$ cat config.mk
export PLATFORM = sky130hd
export DESIGN_NAME = reg_writeback_arbiter_flat
export DESIGN_NICKNAME = d
export VERILOG_FILES = /design/src/rtl/reg_writeback_arbiter_pkg.sv /design/src/rtl/reg_writeback_arbiter_if.sv /design/src/rtl/reg_writeback_arbiter_wb_fifo.sv /design/src/rtl/reg_writeback_arbiter.sv /design/src/flat_wrapper.sv
export SDC_FILE = /design/constraint.sdc
export NUM_CORES = 1
export LEC_CHECK = 0
export BUFFER_PORTS_ARGS = -buffer_cell sky130_fd_sc_hd__buf_2
export CAP_MARGIN = 20
export CORE_MARGIN = 2
export CORE_UTILIZATION = 50
export CTS_CLUSTER_DIAMETER = 80
export DETAILED_ROUTE_END_ITERATION = 8
export PLACE_DENSITY = 0.72
export RECOVER_POWER = 100
export SYNTH_ARGS = -nofsm -noshare
export SYNTH_HDL_FRONTEND = slang
export SYNTH_SLANG_ARGS = --single-unit
$ cat constraint.sdc
create_clock -name clk_i -period 5.2 [get_ports clk_i]
set_clock_uncertainty 0.1 [all_clocks]
set_input_delay 1.3 -clock clk_i [delete_from_list [all_inputs] [get_ports clk_i]]
set_output_delay 1.3 -clock clk_i [all_outputs]
set_load 0.01 [all_outputs]
$ cat src/rtl/reg_writeback_arbiter_pkg.sv
// Shared widths and the buffered write-back entry layout used by the
// register write-back arbiter and its result FIFO.
package reg_writeback_arbiter_pkg;

    localparam int REG_AW = 5;
    localparam int REG_DW = 32;
    localparam logic [REG_AW-1:0] REG_ZERO = 5'd0;

    typedef struct packed {
        logic [REG_AW-1:0] addr;
        logic [REG_DW-1:0] data;
    } wb_entry_t;

endpackage

$ cat src/rtl/reg_writeback_arbiter_if.sv
// Pipeline WB, long-latency result handshake and register-file write port
// bundled as one interface; the arbiter is the slave side.
interface reg_writeback_arbiter_if;
    import reg_writeback_arbiter_pkg::*;

    logic              wb_valid_i;
    logic [REG_AW-1:0] wb_addr_i;
    logic [REG_DW-1:0] wb_data_i;
    logic              lu_valid_i;
    logic [REG_AW-1:0] lu_addr_i;
    logic [REG_DW-1:0] lu_data_i;
    logic              lu_ready_o;
    logic              RegWrite_o;
    logic [REG_AW-1:0] RDaddr_o;
    logic [REG_DW-1:0] RDdata_o;

    modport slave (
        input  wb_valid_i, wb_addr_i, wb_data_i,
        input  lu_valid_i, lu_addr_i, lu_data_i,
        output lu_ready_o,
        output RegWrite_o, RDaddr_o, RDdata_o
    );

    modport master (
        output wb_valid_i, wb_addr_i, wb_data_i,
        output lu_valid_i, lu_addr_i, lu_data_i,
        input  lu_ready_o,
        input  RegWrite_o, RDaddr_o, RDdata_o
    );

endinterface

$ cat src/rtl/reg_writeback_arbiter_wb_fifo.sv
// Small FIFO holding long-latency write-back results until the write port is free.
// Pointers carry one extra wrap bit so full and empty are distinguishable.
module wb_fifo
    import reg_writeback_arbiter_pkg::*;
#(
    parameter int DEPTH = 4
) (
    input  logic      clk_i,
    input  logic      rst_i,
    input  logic      push_i,
    input  wb_entry_t push_entry_i,
    input  logic      pop_i,
    output wb_entry_t head_o,
    output logic      full_o,
    output logic      empty_o,
    output logic      full_next_o
);

    localparam int AW = $clog2(DEPTH);

    logic [AW:0] wr_ptr_q, wr_ptr_d;
    logic [AW:0] rd_ptr_q, rd_ptr_d;
    wb_entry_t   mem_q [DEPTH];

    assign wr_ptr_d = wr_ptr_q + (AW+1)'(push_i);
    assign rd_ptr_d = rd_ptr_q + (AW+1)'(pop_i);

    assign empty_o     = (wr_ptr_q == rd_ptr_q);
    assign full_o      = (wr_ptr_q[AW] != rd_ptr_q[AW]) &&
                         (wr_ptr_q[AW-1:0] == rd_ptr_q[AW-1:0]);
    assign full_next_o = (wr_ptr_d[AW] != rd_ptr_d[AW]) &&
                         (wr_ptr_d[AW-1:0] == rd_ptr_d[AW-1:0]);
    assign head_o      = mem_q[rd_ptr_q[AW-1:0]];

    always_ff @(posedge clk_i or posedge rst_i) begin
        if (rst_i) begin
            wr_ptr_q <= '0;
            rd_ptr_q <= '0;
        end else begin
            wr_ptr_q <= wr_ptr_d;
            rd_ptr_q <= rd_ptr_d;
        end
    end

    // Storage needs no reset: an entry is only read after it has been written.
    always_ff @(posedge clk_i) begin
        if (push_i) begin
            mem_q[wr_ptr_q[AW-1:0]] <= push_entry_i;
        end
    end

endmodule

$ cat src/rtl/reg_writeback_arbiter.sv
// Register-file write-port arbiter: pipeline WB has priority, long-latency results
// drain from a FIFO in the gaps; tracks pending destinations and starvation.
module reg_writeback_arbiter
    import reg_writeback_arbiter_pkg::*;
#(
    parameter int DEPTH        = 4,
    parameter int STARVE_LIMIT = 8
) (
    input  logic                        clk_i,
    input  logic                        rst_i,
    reg_writeback_arbiter_if.slave      bus,
    input  logic                        pend_set_i,
    input  logic [REG_AW-1:0]           pend_addr_i,
    input  logic [REG_AW-1:0]           RSaddr_i,
    input  logic [REG_AW-1:0]           RTaddr_i,
    output logic                        RSbusy_o,
    output logic                        RTbusy_o,
    output logic                        stall_o
);

    localparam int CW = $clog2(STARVE_LIMIT) + 1;
    localparam logic [CW-1:0] STARVE_MAX = CW'(STARVE_LIMIT - 1);

    logic      push, pop, full, empty, full_next;
    wb_entry_t head, push_entry;

    logic [31:0]   pend_q, pend_d;
    logic [CW-1:0] starve_q, starve_d;
    logic          stall_q, stall_d;

    logic              reg_write;
    logic [REG_AW-1:0] rd_addr;
    logic [REG_DW-1:0] rd_data;

    assign push_entry = '{addr: bus.lu_addr_i, data: bus.lu_data_i};
    assign push       = bus.lu_valid_i & !full;
    assign pop        = !rst_i & !bus.wb_valid_i & !empty;

    assign bus.lu_ready_o = !full;

    wb_fifo #(.DEPTH(DEPTH)) u_fifo (
        .clk_i       (clk_i),
        .rst_i       (rst_i),
        .push_i      (push),
        .push_entry_i(push_entry),
        .pop_i       (pop),
        .head_o      (head),
        .full_o      (full),
        .empty_o     (empty),
        .full_next_o (full_next)
    );

    // Writes to r0 are suppressed, but a FIFO head addressed to r0 still drains.
    always_comb begin
        reg_write = 1'b0;
        rd_addr   = REG_ZERO;
        rd_data   = '0;
        if (bus.wb_valid_i) begin
            reg_write = (bus.wb_addr_i != REG_ZERO);
            rd_addr   = bus.wb_addr_i;
            rd_data   = bus.wb_data_i;
        end else if (!empty) begin
            reg_write = (head.addr != REG_ZERO);
            rd_addr   = head.addr;
            rd_data   = head.data;
        end
        if (rst_i) begin
            reg_write = 1'b0;
        end
    end

    assign bus.RegWrite_o = reg_write;
    assign bus.RDaddr_o   = rd_addr;
    assign bus.RDdata_o   = rd_data;

    // A new dispatch to the register being retired this cycle must stay pending.
    always_comb begin
        pend_d = pend_q;
        if (pop) begin
            pend_d[head.addr] = 1'b0;
        end
        if (pend_set_i && (pend_addr_i != REG_ZERO)) begin
            pend_d[pend_addr_i] = 1'b1;
        end
    end

    assign RSbusy_o = pend_q[RSaddr_i] & !(pop && (head.addr == RSaddr_i));
    assign RTbusy_o = pend_q[RTaddr_i] & !(pop && (head.addr == RTaddr_i));

    always_comb begin
        if (empty || pop) begin
            starve_d = '0;
        end else if (starve_q == STARVE_MAX) begin
            starve_d = starve_q;
        end else begin
            starve_d = starve_q + 1'b1;
        end
        stall_d = (starve_d >= STARVE_MAX) | full_next;
    end

    assign stall_o = stall_q;

    always_ff @(posedge clk_i or posedge rst_i) begin
        if (rst_i) begin
            pend_q   <= '0;
            starve_q <= '0;
            stall_q  <= 1'b0;
        end else begin
            pend_q   <= pend_d;
            starve_q <= starve_d;
            stall_q  <= stall_d;
        end
    end

endmodule

$ cat src/flat_wrapper.sv
// flat-port wrapper written by rule: the top's interface ports become plain ports
module reg_writeback_arbiter_flat import reg_writeback_arbiter_pkg::*;
#(
    parameter int DEPTH        = 4,
    parameter int STARVE_LIMIT = 8
)
  (clk_i, rst_i, pend_set_i, pend_addr_i, RSaddr_i, RTaddr_i, RSbusy_o, RTbusy_o, stall_o, bus_wb_valid_i, bus_wb_addr_i, bus_wb_data_i, bus_lu_valid_i, bus_lu_addr_i, bus_lu_data_i, bus_lu_ready_o, bus_RegWrite_o, bus_RDaddr_o, bus_RDdata_o);
  reg_writeback_arbiter_if bus_i ();
  input  logic clk_i;
  input  logic rst_i;
  input  logic pend_set_i;
  input  logic [REG_AW-1:0] pend_addr_i;
  input  logic [REG_AW-1:0] RSaddr_i;
  input  logic [REG_AW-1:0] RTaddr_i;
  output logic RSbusy_o;
  output logic RTbusy_o;
  output logic stall_o;
  input wire logic [$bits(bus_i.wb_valid_i)-1:0] bus_wb_valid_i;
  input wire logic [$bits(bus_i.wb_addr_i)-1:0] bus_wb_addr_i;
  input wire logic [$bits(bus_i.wb_data_i)-1:0] bus_wb_data_i;
  input wire logic [$bits(bus_i.lu_valid_i)-1:0] bus_lu_valid_i;
  input wire logic [$bits(bus_i.lu_addr_i)-1:0] bus_lu_addr_i;
  input wire logic [$bits(bus_i.lu_data_i)-1:0] bus_lu_data_i;
  output wire logic [$bits(bus_i.lu_ready_o)-1:0] bus_lu_ready_o;
  output wire logic [$bits(bus_i.RegWrite_o)-1:0] bus_RegWrite_o;
  output wire logic [$bits(bus_i.RDaddr_o)-1:0] bus_RDaddr_o;
  output wire logic [$bits(bus_i.RDdata_o)-1:0] bus_RDdata_o;
  assign bus_i.wb_valid_i = bus_wb_valid_i;
  assign bus_i.wb_addr_i = bus_wb_addr_i;
  assign bus_i.wb_data_i = bus_wb_data_i;
  assign bus_i.lu_valid_i = bus_lu_valid_i;
  assign bus_i.lu_addr_i = bus_lu_addr_i;
  assign bus_i.lu_data_i = bus_lu_data_i;
  assign bus_lu_ready_o = bus_i.lu_ready_o;
  assign bus_RegWrite_o = bus_i.RegWrite_o;
  assign bus_RDaddr_o = bus_i.RDaddr_o;
  assign bus_RDdata_o = bus_i.RDdata_o;
  reg_writeback_arbiter #(.DEPTH(DEPTH), .STARVE_LIMIT(STARVE_LIMIT)) u_core (.clk_i(clk_i), .rst_i(rst_i), .bus(bus_i), .pend_set_i(pend_set_i), .pend_addr_i(pend_addr_i), .RSaddr_i(RSaddr_i), .RTaddr_i(RTaddr_i), .RSbusy_o(RSbusy_o), .RTbusy_o(RTbusy_o), .stall_o(stall_o));
endmodule
==> results of run 1 <==
report_power, final:
part	switching, W	total [W]	internal, W
Combinational	0.00109	0.00189	0.000798
Sequential	0.000302	0.00243	0.00213
Clock	0.000524	0.00121	0.000685
Total	0.00192	0.00553	0.00361
kinds of logic (layout without fill, tap and decap cells):
logic type	after synthesis	after routing	synth area share [%]
AOI/OAI and AO/OA	122	122	8.183
xor gates and xnor gates	20	20	2.160
adders and majority gates	4	4	0.5919
buffers and inverters	37	187	1.805
DFF	191	191	65.29
muxes	60	60	14.26
other	0	1	0
and+or+nand+nor	140	140	7.710
final cells by class:
| cell class | count | share of cell area [%] |
|---|---|---|
| inverter | 11 | 0.4209 |
| antenna | 1 | 0.02551 |
| tap | 220 | 2.806 |
| clock buffer | 24 | 5.166 |
| clock inverter | 8 | 0.5357 |
| sequential | 191 | 56.30 |
| timing repair buffer | 144 | 6.378 |
| multi-input combinational | 346 | 28.37 |
worst max-delay path: cells and delay by family:
kind / cells / cell delay [ns]
compound gates: 1 / 0.06
buf+inv: 2 / 0.47
mux: 2 / 0.82
simple gates: 2 / 0.48
how the worst min path moves through the flow:
stage,slack (ns),start,endpoint
floorplan,0.37,u_core.pend_q[0],u_core.pend_q[0]
global placement,0.41,u_core.pend_q[0],u_core.pend_q[0]
detailed placement,0.42,u_core.u_fifo.rd_ptr_q[2],u_core.u_fifo.rd_ptr_q[2]
CTS,0.43,u_core.u_fifo.rd_ptr_q[2],u_core.u_fifo.rd_ptr_q[2]
global route,0.45,u_core.u_fifo.rd_ptr_q[2],u_core.u_fifo.rd_ptr_q[2]
finish,0.43,u_core.u_fifo.rd_ptr_q[2],u_core.u_fifo.rd_ptr_q[2]
stage by stage:
| stage | worst slack (ns) | instance area, sq um | hold slack, ns | total power, W | utilization (%) |
|---|---|---|---|---|---|
| floorplan | 0.4791 | 8456 | 0.3714 | 0.003717 | - |
| global placement | 0.7320 | 9384 | 0.4078 | 0.004318 | 56.59 |
| detailed placement | 0.6842 | 9384 | 0.4202 | 0.004397 | 56.59 |
| CTS | 0.6695 | 9943 | 0.4313 | 0.005613 | 59.96 |
| global route | 0.3453 | 9807 | 0.4525 | 0.005858 | 59.14 |
| finish | 0.6562 | 9809 | 0.4260 | 0.005531 | 59.15 |
cells in the mapped netlist, types with 2 or more instances:
| cell | n | area [sq um] |
|---|---|---|
| sky130_fd_sc_hd__a2111oi_0 | 3 | 26.28 |
| sky130_fd_sc_hd__a211oi_1 | 3 | 22.52 |
| sky130_fd_sc_hd__a21oi_1 | 2 | 10.01 |
| sky130_fd_sc_hd__a31oi_1 | 4 | 25.02 |
| sky130_fd_sc_hd__and3_1 | 3 | 18.77 |
| sky130_fd_sc_hd__buf_1 | 5 | 18.77 |
| sky130_fd_sc_hd__buf_2 | 5 | 25.02 |
| sky130_fd_sc_hd__clkbuf_1 | 15 | 56.30 |
| sky130_fd_sc_hd__dfrtp_1 | 43 | 1076 |
| sky130_fd_sc_hd__edfxtp_1 | 148 | 4444 |
| sky130_fd_sc_hd__ha_1 | 4 | 50.05 |
| sky130_fd_sc_hd__inv_1 | 11 | 41.29 |
| sky130_fd_sc_hd__mux2_2 | 4 | 45.04 |
| sky130_fd_sc_hd__mux2i_1 | 8 | 80.08 |
| sky130_fd_sc_hd__mux4_2 | 48 | 1081 |
| sky130_fd_sc_hd__nand2_1 | 76 | 285.3 |
| sky130_fd_sc_hd__nand3_1 | 16 | 80.08 |
| sky130_fd_sc_hd__nand3b_1 | 6 | 45.04 |
| sky130_fd_sc_hd__nor2_1 | 10 | 37.54 |
| sky130_fd_sc_hd__nor2b_1 | 5 | 31.28 |
| sky130_fd_sc_hd__nor3_1 | 7 | 35.03 |
| sky130_fd_sc_hd__nor3b_1 | 2 | 15.01 |
| sky130_fd_sc_hd__nor4_1 | 5 | 31.28 |
| sky130_fd_sc_hd__o21ai_0 | 98 | 490.5 |
| sky130_fd_sc_hd__o31ai_1 | 5 | 37.54 |
| sky130_fd_sc_hd__or3_1 | 2 | 12.51 |
| sky130_fd_sc_hd__or3b_2 | 3 | 26.28 |
| sky130_fd_sc_hd__xnor2_1 | 11 | 96.34 |
| sky130_fd_sc_hd__xor2_1 | 8 | 70.07 |
sequential cells by signal, summed over array words and instances (netlist names):
| signal | cells |
|---|---|
| u_core.starve_q | 4 |
| u_core.u_fifo.wr_ptr_q | 3 |
| u_core.stall_o | 1 |
| u_core.u_fifo.rd_ptr_q | 3 |
| u_core.pend_q | 32 |
| u_core.u_fifo.mem_q | 148 |
cells in the final DEF, fill, tap and decap left out, types with 6 or more instances in the layout:
cell and n:
sky130_fd_sc_hd__nand3b_1 6, sky130_fd_sc_hd__dfrtp_1 41, sky130_fd_sc_hd__mux4_2 48, sky130_fd_sc_hd__clkbuf_16 19
sky130_fd_sc_hd__nand3_1 16, sky130_fd_sc_hd__nor2_1 10, sky130_fd_sc_hd__inv_1 11, sky130_fd_sc_hd__o21ai_0 98
sky130_fd_sc_hd__xor2_1 8, sky130_fd_sc_hd__xnor2_1 11, sky130_fd_sc_hd__edfxtp_1 148, sky130_fd_sc_hd__nand2_1 76
sky130_fd_sc_hd__clkbuf_1 84, sky130_fd_sc_hd__buf_2 57, sky130_fd_sc_hd__nor3_1 7, sky130_fd_sc_hd__mux2i_1 8
layer usage:
metal	routed length, um	up-vias
li1	-	2496
met5	0	-
met4	382	0
met3	1073	31
met2	9242	196
met1	7830	2806
==> qor.yml, run 1 <==
critical_path:
  timing_worst_setup_path_type: "in -> out"
  critical-path-top-cell-by-count: "sky130_fd_sc_hd__buf_2"
  crit_path_start_kind: "primary input"
  r2r-end: "u_core.u_fifo.mem_q[1][33]"
  critical_path_peak_fanout: 13
  timing.critical_path.to_type: "output pin"
  ordered_list_of_cells_on_the_worst_path: "buf_2 > mux4_2 > mux2_2 > and3_1 > nor4_1 > a31oi_1 > buf_2"
  critPathArrivalTime_ns: 3.14
  launch_point_of_the_critical_path: "RTaddr_i[1]"
  crit_slowest_cell: "sky130_fd_sc_hd__mux4_2"
  regToRegSetupSlack_ns: 0.92
  timing.rr.start: "u_core.u_fifo.rd_ptr_q[0]"
  cp_data_required_time_ns: 3.80
  cp-endpoint: "RTbusy_o"
  cpPeakStageDelay_ns: 0.55
  reg2regPathDepth: 7
global_route:
  via_count_of_the_first_global_routing_pass: 5688
  peak_usage_layer_in_the_global_routing_report: "met2"
  globalRouteMet3Util_pct: 5.367
  global_route.overflow_total: 0
  grt_pass1_wl_um: 29400
  grt.met1_usage_pct: 27.94
  grt_start_max_net_pins: 44
  global_route.usage.met2_pct: 35.47
  antenna_violations_before_repair: 1
  groute.usage.overall_pct: 21.66
drt:
  avgRoutedWirePerCell_um: 19.61
  route.detailed.vias_per_inst: 5.851
  detailed_routing_iteration_count_for_the_pre_antenna_repair_pass: 4
  antenna_left: 0
  first_iter_violations: 425
  detail_route.wirelength_um: 18530
  detail_route.drc_violations: 0
  detailroute.via_count: 5529
placement:
  place.detailed.instances: 912
  detailedPlacementHpwl_um: 12330
  finalWeightedCongestion: 0.8765
  place.port_buffers: 135
run:
  max-cap-violations: 5
die:
  chipHeight_um: 134.0
  die-width_um: 134.0
  die_area_sq_um: 17970
  ioPinCount: 136
  fp-row-count: 47
  initial_core_util_pct: 50.99
  floorplan.core_area_sq_um: 16580
logic_synthesis:
  synth.cell_area_sq_um: 8456
  ys_ff_latch: 191
  synth_enable_flop_cells: 148
  synthesis.nets: 672
  fraction_of_synthesis_flops_using_an_asynchronous_set_or_reset_pin_pct: 22.51
  netlist-cell-type-count: 43
  ys.warnings.count: 0
  synthesized_instance_count: 574
  ys_seq_area_share_pct: 65.29
  dominantRegCellSynth: "sky130_fd_sc_hd__edfxtp_1"
  syn-mean-instance-area_sq_um: 14.73
timing:
  timing.fmax_ghz: 0.2201
  finalMaxSlewViolations: 167
  report.final.hold_viol_count: 0
  relSlewSlack_pct: -61.06
  final_setup_violation_count: 0
  rsz_0062_raised_after_global_routing: "false"
  finalWorstPathRequiredPeriod_ns: 4.544
  tightestPinTransition_ns: 2.416
  timing.setup.tns_ns: 0
  final_min_period_over_clock_period_pct: 87.38
clock_tree:
  numCtsBuffers: 17
  cts_setup_buffers: 0
  cts_num_sinks: 191
  cts_repair_resize_count: 0
  clk_pin_slew_worst_paths_ns: 0.06
  tritoncts: "built"
  cts_max_level: 4
  post_cts_hold_buffer_count: 0
  clock_latency_ns: 0.42
  clock_tree.root_cell: "sky130_fd_sc_hd__clkbuf_16"
  clk_path_buf_depth: 2
power_and_ir_drop:
  power.density_cell_area_nw_per_um2: 563.9
  vdd_ir_drop_max_v: 0.0003082
  static_leakage_nw: 3.492
min_path:
  hold_path_stages: 1
  hold_path_class: "reg -> reg"
final_layout:
  final_cell_count_no_fill: 945
  multi_input_comb_area_sq_um: 2783
  filler_cell_count: 1316
  seq_area_sq_um: 5523
  area_growth_pct: 16.01
  final_nets: 809
  drive_above_1_share_pct: 20.86
outcome:
  violations: "capacitance limit, slew limit"
  run_status: "complete, but fails checks"
(Power assumes the default switching activity.)
==> inputs of run 2 (changes only) <==
--- a/config.mk
+++ b/config.mk
@@ -7,7 +7,6 @@
 export LEC_CHECK = 0
 export BUFFER_PORTS_ARGS = -buffer_cell sky130_fd_sc_hd__buf_2
 export CAP_MARGIN = 20
-export CORE_MARGIN = 2
 export CORE_UTILIZATION = 50
 export CTS_CLUSTER_DIAMETER = 80
 export DETAILED_ROUTE_END_ITERATION = 8
==> qor.yml, run 2 (same netlist as run 1, synthesis figures left out) <==
outcome:
  run_status: "complete, but fails checks"  # unchanged
  violations: "capacitance limit, slew limit"  # unchanged
final_layout:
  drive_above_1_share_pct: 20.97  # was 20.86%
  area_growth_pct: 16.60  # was 16.01%
  multi_input_comb_area_sq_um: 2790  # was 2783 sq um
  final_nets: 810  # was 809
  top_library_cells_by_usage_in_the_layout_fill_and_taps_aside: "sky130_fd_sc_hd__edfxtp_1 (148), sky130_fd_sc_hd__o21ai_0 (98), sky130_fd_sc_hd__clkbuf_1 (83), sky130_fd_sc_hd__nand2_1 (76), sky130_fd_sc_hd__buf_2 (57)"  # was sky130_fd_sc_hd__edfxtp_1 (148), sky130_fd_sc_hd__o21ai_0 (98), sky130_fd_sc_hd__clkbuf_1 (84), sky130_fd_sc_hd__nand2_1 (76), sky130_fd_sc_hd__buf_2 (57)
  layout.cells.most_common: "sky130_fd_sc_hd__edfxtp_1"  # unchanged
  seq_area_sq_um: 5522  # was 5523 sq um
  filler_cell_count: 1297  # was 1316
  largest_register_ff_count: 148  # unchanged
die:
  fp-row-count: 47  # unchanged
  die-width_um: 132.0  # was 134.0 um
  chipHeight_um: 132.0  # was 134.0 um
  ioPinCount: 136  # unchanged
  die_area_sq_um: 17440  # was 17970 sq um
  initial_core_util_pct: 51.17  # was 50.99%
  floorplan.core_area_sq_um: 16520  # was 16580 sq um
clock_tree:
  clk_path_buf_depth: 2  # unchanged
  cts_repair_resize_count: 0  # unchanged
  clock_tree.root_cell: "sky130_fd_sc_hd__clkbuf_16"  # unchanged
  post_cts_hold_buffer_count: 0  # unchanged
  cts_num_sinks: 191  # unchanged
  numCtsBuffers: 17  # unchanged
  cts_setup_buffers: 0  # unchanged
  tritoncts: "built"  # unchanged
  clock_latency_ns: 0.43  # was 0.42 ns
  cts_max_level: 4  # unchanged
  clk_pin_slew_worst_paths_ns: 0.06  # about the same
critical_path:
  timing.critical_path.to_type: "output pin"  # unchanged
  crit_path_start_kind: "primary input"  # unchanged
  timing_worst_setup_path_type: "in -> out"  # unchanged
  critPathArrivalTime_ns: 3.11  # was 3.14 ns
  critical_path_peak_fanout: 13  # unchanged
  cp_data_required_time_ns: 3.80  # about the same
drt:
  first_iter_violations: 422  # was 425
  avgRoutedWirePerCell_um: 19.84  # was 19.61 um
  detail_route.wirelength_um: 18770  # was 18530 um
  met3_length_um: 1409  # was 1073 um
  wl_met1_um: 7537  # was 7830 um
  antenna_left: 0  # unchanged
  detail_route.drc_violations: 0  # unchanged
  wl_met2_um: 9443  # was 9242 um
  top_layer: "met4"  # unchanged
  detailed_routing_iteration_count_for_the_pre_antenna_repair_pass: 5  # was 4
  detailroute.via_count: 5486  # was 5529
  route.detailed.vias_per_inst: 5.799  # was 5.851
power_and_ir_drop:
  static_leakage_nw: 3.499  # was 3.492 nW
  power.density_cell_area_nw_per_um2: 572.3  # was 563.9 nW/um^2
  vdd_ir_drop_max_v: 0.0002969  # was 0.0003082 V
placement:
  detailedPlacementHpwl_um: 12580  # was 12330 um
  place.port_buffers: 135  # unchanged
  finalWeightedCongestion: 0.9355  # was 0.8765
timing:
  fin_worst_hold_slack_ns: 0.4205  # was 0.4260 ns
  finalWorstPathRequiredPeriod_ns: 4.509  # was 4.544 ns
  timing.fmax_ghz: 0.2218  # was 0.2201 GHz
  final_setup_violation_count: 0  # unchanged
  tightestPinTransition_ns: 2.431  # was 2.416 ns
  relSlewSlack_pct: -62.08  # was -61.06%
  timing.setup.tns_ns: 0  # unchanged
  final_min_period_over_clock_period_pct: 86.72  # was 87.38%
  report.final.hold_viol_count: 0  # unchanged
  rsz_0062_raised_after_global_routing: "false"  # unchanged
  finalMaxSlewViolations: 121  # was 167
global_route:
  grt_start_max_net_pins: 52  # was 44
  global_route.overflow_total: 0  # unchanged
  antenna_violations_before_repair: 1  # unchanged
  groute.usage.overall_pct: 22.81  # was 21.66%
  grt_pass1_wl_um: 30100  # was 29400 um
  via_count_of_the_first_global_routing_pass: 5778  # was 5688
run:
  max-cap-violations: 4  # was 5
min_path:
  hold_path_class: "reg -> reg"  # unchanged
==> run 2: cell types whose count changed in the layout (fill, tap and decap cells not counted), sizes merged <==
cell / previous run / this run
clkinvlp: 0 / 3
clkbuf: 108 / 101
bufinv: 0 / 3
buf: 60 / 62
inv: 13 / 14
clkinv: 6 / 5
==> run 2: worst paths after layout <==
kind / startpoint / to / slack (ns) / cells after the start
min in group asynchronous: rst_i / u_core.u_fifo.rd_ptr_q[1] / 0.86 / 2
max reg2reg: u_core.u_fifo.rd_ptr_q[0] / u_core.u_fifo.mem_q[0][29] / 0.85 / 5
min reg2reg: u_core.u_fifo.rd_ptr_q[2] / u_core.u_fifo.rd_ptr_q[2] / 0.42 / 1
min: u_core.u_fifo.rd_ptr_q[2] / u_core.u_fifo.rd_ptr_q[2] / 0.42 / 1
max in group asynchronous: rst_i / u_core.pend_q[29] / 2.26 / 3
max: RTaddr_i[1] / RTbusy_o / 0.69 / 7
==> run 2: worst max-delay path, cell delays in order <==
cell                      delay (ns)
sky130_fd_sc_hd__buf_2          0.30
sky130_fd_sc_hd__mux4_2         0.55
sky130_fd_sc_hd__mux2_2         0.27
sky130_fd_sc_hd__and3_1         0.18
sky130_fd_sc_hd__nor4_1         0.27
sky130_fd_sc_hd__a31oi_1        0.07
sky130_fd_sc_hd__buf_2          0.17
==> run 2: metal layers <==
| metal | track usage, % | up-vias |
|---|---|---|
| li1 | - | 2507 |
| met1 | 28.14 | 2706 |
| met3 | 6.036 | 31 |
| met2 | 38.42 | 242 |
| met4 | 9.238 | 0 |
| met5 | 0 | - |
==> run 2: layout make-up <==
class	count	share of cell area, %
diodes	1	0.02538
clock inverters	14	1.662
repair buffers	145	6.447
multi-input cells	346	28.30
inverters	11	0.4188
flip-flops and latches	191	56.00
well taps	220	2.792
clock buffers	18	4.353
==> run 2: where the power goes <==
group	leakage (nW)	internal (W)	switching (W)
Clock	0.284	0.000755	0.000543
Sequential	1.87	0.00212	0.000284
Combinational	1.34	0.000808	0.00113
Total	3.50	0.00369	0.00196
==> run 2: per-stage QoR <==
stage / setup slack (ns) / cells / power, W / instance area (sq um) / utilization, %
2_1_floorplan: 0.4791 / 574 / 0.003717 / 8456 / -
3_3_place_gp: 0.7082 / 913 / 0.004334 / 9392 / 56.83
3_5_place_dp: 0.7075 / 913 / 0.004416 / 9392 / 56.83
4_1_cts: 0.6970 / 945 / 0.005723 / 9985 / 60.42
5_1_grt: 0.3319 / 945 / 0.005945 / 9857 / 59.65
6_report: 0.6907 / 946 / 0.005643 / 9859 / 59.67
